## src/rtl/mem_req_arbiter.sv

```systemverilog
// mem_req_arbiter: funnels N cores' memory requests onto one downstream port, one grant at a time.
// Define ARB_FIXED_PRIO_EN to replace round-robin with fixed lowest-index-first priority.
module mem_req_arbiter #(
    parameter int N      = 2,
    parameter int XLEN   = 32,
    parameter int CLSIZE = 128
) (
    input  logic                clk_i,
    input  logic                rst_ni,
    input  logic [N-1:0]        core_strobe_i,
    input  logic [N*XLEN-1:0]   core_addr_i,
    input  logic [N-1:0]        core_rw_i,
    input  logic [N*CLSIZE-1:0] core_data_i,
    input  logic [N-1:0]        core_is_amo_i,
    input  logic [N*5-1:0]      core_amo_type_i,
    output logic [N-1:0]        core_done_o,
    output logic [CLSIZE-1:0]   core_data_o,
    output logic [N-1:0]        M_core_id_o,
    output logic                M_strobe_o,
    output logic [XLEN-1:0]     M_addr_o,
    output logic                M_rw_o,
    output logic [CLSIZE-1:0]   M_data_o,
    output logic                M_is_amo_o,
    output logic [4:0]          M_amo_type_o,
    input  logic                M_done_i,
    input  logic [CLSIZE-1:0]   M_data_i
);
    localparam int PW  = N > 1 ? $clog2(N) : 1;
    localparam int PW1 = PW + 1;
    typedef enum logic [1:0] {IDLE, ISSUE, WAIT} state_e;
    state_e            state_q;
    logic [N-1:0]      pend_q, pend_d, grant_q, clr, set, rot, rw_q, amo_q;
    logic [XLEN-1:0]   addr_q [N];
    logic [CLSIZE-1:0] data_q [N];
    logic [4:0]        type_q [N];
    logic [PW-1:0]     base, sel;
    logic [PW1-1:0]    off, sum;
    logic              fire;
    assign fire        = state_q != IDLE && M_done_i;
    assign clr         = fire ? grant_q : '0;
    // a core completing this cycle may re-request in the same cycle; the new request wins
    assign set         = core_strobe_i & (~pend_q | clr);
    assign pend_d      = (pend_q & ~clr) | set;
    assign M_strobe_o  = state_q == ISSUE;
    assign M_core_id_o = grant_q;
    assign core_done_o = clr;
    assign core_data_o = fire ? M_data_i : '0;
`ifdef ARB_FIXED_PRIO_EN
    assign base = '0;
`else
    logic [PW-1:0] rr_q, gidx_q;
    assign base = rr_q;
    always_ff @(posedge clk_i or negedge rst_ni) begin
        if (!rst_ni) begin
            rr_q   <= '0;
            gidx_q <= '0;
        end else begin
            if (state_q == IDLE && |pend_q) gidx_q <= sel;
            if (fire) rr_q <= gidx_q == PW'(N - 1) ? '0 : gidx_q + PW'(1);
        end
    end
`endif
    // rotate pending so bit 0 is the core at base, take the lowest set bit, then un-rotate
    always_comb begin
        rot = N'({pend_q, pend_q} >> base);
        off = '0;
        for (int i = N - 1; i >= 0; i--) off = rot[i] ? PW1'(i) : off;
        sum = PW1'(base) + off;
        sel = PW'(sum >= PW1'(N) ? sum - PW1'(N) : sum);
    end
    always_ff @(posedge clk_i) begin
        for (int k = 0; k < N; k++) begin
            if (set[k]) begin
                addr_q[k] <= core_addr_i[k*XLEN +: XLEN];
                data_q[k] <= core_data_i[k*CLSIZE +: CLSIZE];
                type_q[k] <= core_amo_type_i[k*5 +: 5];
                rw_q[k]   <= core_rw_i[k];
                amo_q[k]  <= core_is_amo_i[k];
            end
        end
    end
    always_ff @(posedge clk_i or negedge rst_ni) begin
        if (!rst_ni) begin
            state_q      <= IDLE;
            pend_q       <= '0;
            grant_q      <= '0;
            M_addr_o     <= '0;
            M_rw_o       <= 1'b0;
            M_data_o     <= '0;
            M_is_amo_o   <= 1'b0;
            M_amo_type_o <= '0;
        end else begin
            pend_q <= pend_d;
            if (state_q == IDLE) begin
                if (|pend_q) begin
                    state_q      <= ISSUE;
                    grant_q      <= N'(1) << sel;
                    M_addr_o     <= addr_q[sel];
                    M_rw_o       <= rw_q[sel];
                    M_data_o     <= data_q[sel];
                    M_is_amo_o   <= amo_q[sel];
                    M_amo_type_o <= type_q[sel];
                end
            end else if (M_done_i) begin
                state_q <= IDLE;
                grant_q <= '0;
            end else begin
                state_q <= WAIT;
            end
        end
    end
endmodule

```

## config.mk

```make
export PLATFORM = sky130hd
export DESIGN_NAME = mem_req_arbiter
export DESIGN_NICKNAME = d
export VERILOG_FILES = /design/src/rtl/mem_req_arbiter.sv
export SDC_FILE = /design/constraint.sdc
export NUM_CORES = 1
export LEC_CHECK = 0
export CAP_MARGIN = 0
export CELL_PAD_IN_SITES_DETAIL_PLACEMENT = 1
export CELL_PAD_IN_SITES_GLOBAL_PLACEMENT = 2
export CORE_AREA = 4 4 297 299
export DETAILED_ROUTE_END_ITERATION = 16
export DIE_AREA = 0 0 301 303
export GPL_TIMING_DRIVEN = 0
export PLACE_DENSITY = 0.71
export SYNTH_ARGS = -nofsm -noshare
export SYNTH_HDL_FRONTEND = slang
export SYNTH_SLANG_ARGS = --single-unit
```

## constraint.sdc

```tcl
create_clock -name clk_i -period 34.3 [get_ports clk_i]
set_input_delay 5.145 -clock clk_i [delete_from_list [all_inputs] [get_ports clk_i]]
set_output_delay 5.145 -clock clk_i [all_outputs]
set_load 0.005 [all_outputs]
```

==> impl_metrics.py <==
metrics = {
    "run_status": {
        "status": "complete, no violations",
    },
    "routing": {
        "route.detailed.drc": 0,
        "num_vias": 14100,
        "avgViaCountPerCell": 4.49,
        "drt_iter0_drc": 842,
        "wire_per_inst_um": 30.0,
        "first_pass_iters": 4,
        "wirelength_mm": 94.4,
        "antenna_left": 0,
    },
    "sta": {
        "hold_slack_ns": 0.474,
        "min_period_ns": 12.25,
        "min_period_over_period": 0.357,
        "fin_tns_setup_ns": 0,
        "slew_viol_final": 0,
        "layout_setup_ws_ns": 22.05,
        "rsz0062_at_grt": "no",
        "maxSlewHeadroom": 0.250,
        "skew_ns": 0.0163,
        "fmax_ghz": 0.0817,
        "worst_pin_slew_ns": 1.13,
        "finalHoldViolations": 0,
        "setup-violations-final": 0,
    },
    "placed_design": {
        "port-buffer-count": 765,
        "post-place-ws_ns": 22.08,
        "place_inst": 3025,
        "place_congestion": 1.11,
        "hpwl_mm": 74.5,
    },
    "critical_path": {
        "path_cells": "clkbuf_1 -> clkbuf_1 -> and3_1 -> clkdlybuf4s50_1",
        "r2r-end": "addr_q[1][20]",
        "path_class": "input pin to primary output",
        "slowest_delay_ns": 0.77,
        "r2r-start": "state_q[1]",
        "rrSetupSlack_ns": 30.90,
        "cp_max_fo": 10,
        "cp_common_cell": "clkbuf_1",
        "cp.arrival_ns": 7.10,
        "worst-r2r-cell-count": 10,
        "required_ns": 29.15,
        "path_delay_family": "buffers and inverters",
        "critPathBufInv": 3,
        "cpMaxStageDelayCell": "clkdlybuf4s50_1",
        "start_kind": "input pin",
        "endpoint_kind": "primary output",
    },
    "floorplan": {
        "core.rowCount": 107,
        "die_h_um": 303,
        "die_x_um": 301,
        "dieArea_um2": 91200,
        "start_util": 0.221,
        "coreArea_um2": 85100,
        "io_pins": 767,
    },
    "power_and_ir_drop": {
        "p_per_area_nw_per_um2": 81.4,
        "ir_drop_v": 0.0000579,
        "power_mw": 2.47,
        "leakage_nw": 11.3,
    },
    "yosys": {
        "synth_simple_gate_area_frac": 0.0457,
        "syn_area_per_cell_um2": 17.1,
        "syn-num-nets": 1567,
        "seq_area_frac_synth": 0.765,
        "syn_inst": 1100,
        "synth_seq_cells": 509,
        "synth_cell_types": 22,
        "synth_compound_area_frac": 0.159,
        "netlist_area_um2": 18800,
        "synth_top_family_by_area": "compound AO/OA/AOI/OAI gates",
        "ys_warn_count": 0,
        "synth-xor-area-share": 0,
        "muxShareOfSynthArea": 0,
        "synth_adder_area_share": 0,
    },
    "grt": {
        "antenna_found_initial": 24,
        "grt_pass1_wl_mm": 128,
        "grt.overflow.total": 0,
        "grt_pass1_vias": 16000,
        "grt_max_degree": 98,
        "track_usage": 0.199,
    },
    "final_layout": {
        "final_common_cell": "clkdlybuf4s50_1",
        "nNetsFinal": 2408,
        "synthToLayoutAreaGrowth_pct": 61.1,
        "multi_input_area_um2": 3880,
        "layoutNonFillerInstCount": 3151,
        "nFillCells": 8918,
        "layout_common_cells": "764 x clkdlybuf4s50_1, 334 x edfxtp_1, 175 x dfrtp_1, 167 x o21a_1, 167 x a221o_1",
        "drive_above_1_share": 0.0835,
        "seqCellArea_um2": 14400,
    },
    "clocking": {
        "cts_tree": "built",
        "cts-buffers-inserted": 58,
        "cts_hold_buf": 0,
        "cts_resized": 0,
        "clock_latency_ns": 0.60,
        "cts.sinks": 509,
        "clock_path_buffers": 3,
        "clkTransAtPathRegs_ns": 0.06,
        "cts_root_buf": "clkbuf_16",
        "htree_levels": 2,
        "cts_setup_buffers": 0,
    },
    "worst_hold_path": {
        "holdCritPathClass": "register to register",
        "whs_path_depth": 1,
        "hold_path.startpoint": "data_q[1][43]",
        "whs_endpoint": "M_data_o[43]",
    },
    "flow_run": {
        "maxCapViolations": 0,
    },
}
## cells by family (layout without fill, tap and decap cells)
| family | after synthesis | in the layout |
|---|---|---|
| flops | 509 | 509 |
| compound gates | 344 | 344 |
| simple gates | 140 | 140 |
| buf+inv | 107 | 996 |
| other cells | 0 | 18 |
## Yosys cell counts (all sizes together)
cell,count,area share
a21boi,2,0.00080
a21o,2,0.00080
a21oi,1,0.00027
a221o,167,0.089
a31o,2,0.00093
and3,130,0.043
buf,56,0.020
clkbuf,47,0.0094
dfrtp,175,0.23
edfxtp,334,0.53
inv,4,0.00080
nand2,2,0.00040
nand2b,1,0.00033
nand3,2,0.00053
nor2,3,0.00060
nor2b,1,0.00033
o21a,167,0.067
o21ai,3,0.00080
or2,1,0.00033
## stage by stage
| stage | area (µm²) | util |
|---|---|---|
| global placement | 27900 | 0.328 |
| floorplan | 18800 | - |
| finish | 30300 | 0.356 |
| global route | 30300 | 0.356 |
| detailed placement | 28300 | 0.332 |
| CTS | 30300 | 0.356 |
## how the worst max path moves through the flow
stage,start,end,slack [ns],depth (start not counted)
after detailed placement,M_done_i,core_data_o[57],22.08,4
after CTS,M_done_i,core_data_o[57],22.08,4
after global routing,M_done_i,core_data_o[43],21.94,4
final,M_done_i,core_data_o[97],22.05,4
after global placement,M_done_i,addr_q[1][30],6.00,3
after floorplan,M_done_i,addr_q[1][0],15.76,3
## state kept, by name, summed over array words and instances (netlist names), 2 cells and up
| register | cells |
|---|---|
| M_core_id_o | 2 |
| data_q | 256 |
| M_amo_type_o | 5 |
| pend_q | 2 |
| type_q | 10 |
| amo_q | 2 |
| rw_q | 2 |
| M_addr_o | 32 |
| M_data_o | 128 |
| addr_q | 64 |
| state_q | 2 |
## cell type report
| type | instances | share of cell area |
|---|---|---|
| well taps | 1144 | 0.0472 |
| clock inverters | 30 | 0.0131 |
| repair buffers | 781 | 0.264 |
| multi-input cells | 484 | 0.128 |
| flip-flops and latches | 509 | 0.475 |
| diodes | 18 | 0.00148 |
| clock buffers | 78 | 0.0526 |
| inverters | 4 | 0.000495 |
| plain buffers | 103 | 0.0182 |
## worst register-to-register path, delay by kind of cell, from the launching register on
family / cells / cell delay (ns)
flip-flops: 1 / 0.41
AND/OR/NAND/NOR: 2 / 0.40
buffers and inverters: 7 / 1.64
AO/OA/AOI/OAI: 1 / 0.63
## metal layers
| metal | vias to the layer above | GRT usage | part of all wire | routed length [µm] |
|---|---|---|---|---|
| met5 | - | 0 | 0.0013 | 121 |
| met4 | 16 | 0.121 | 0.069 | 6550 |
| met3 | 188 | 0.0757 | 0.091 | 8630 |
| met2 | 649 | 0.361 | 0.51 | 48600 |
| met1 | 7157 | 0.192 | 0.32 | 30500 |
| li1 | 6130 | - | - | - |
## power breakdown
group / internal (mW) / switching (mW)
clock: 0.388 / 0.259
sequential: 0.818 / 0.0819
combinational: 0.480 / 0.444
total: 1.69 / 0.785
(Power assumes the default switching activity.)
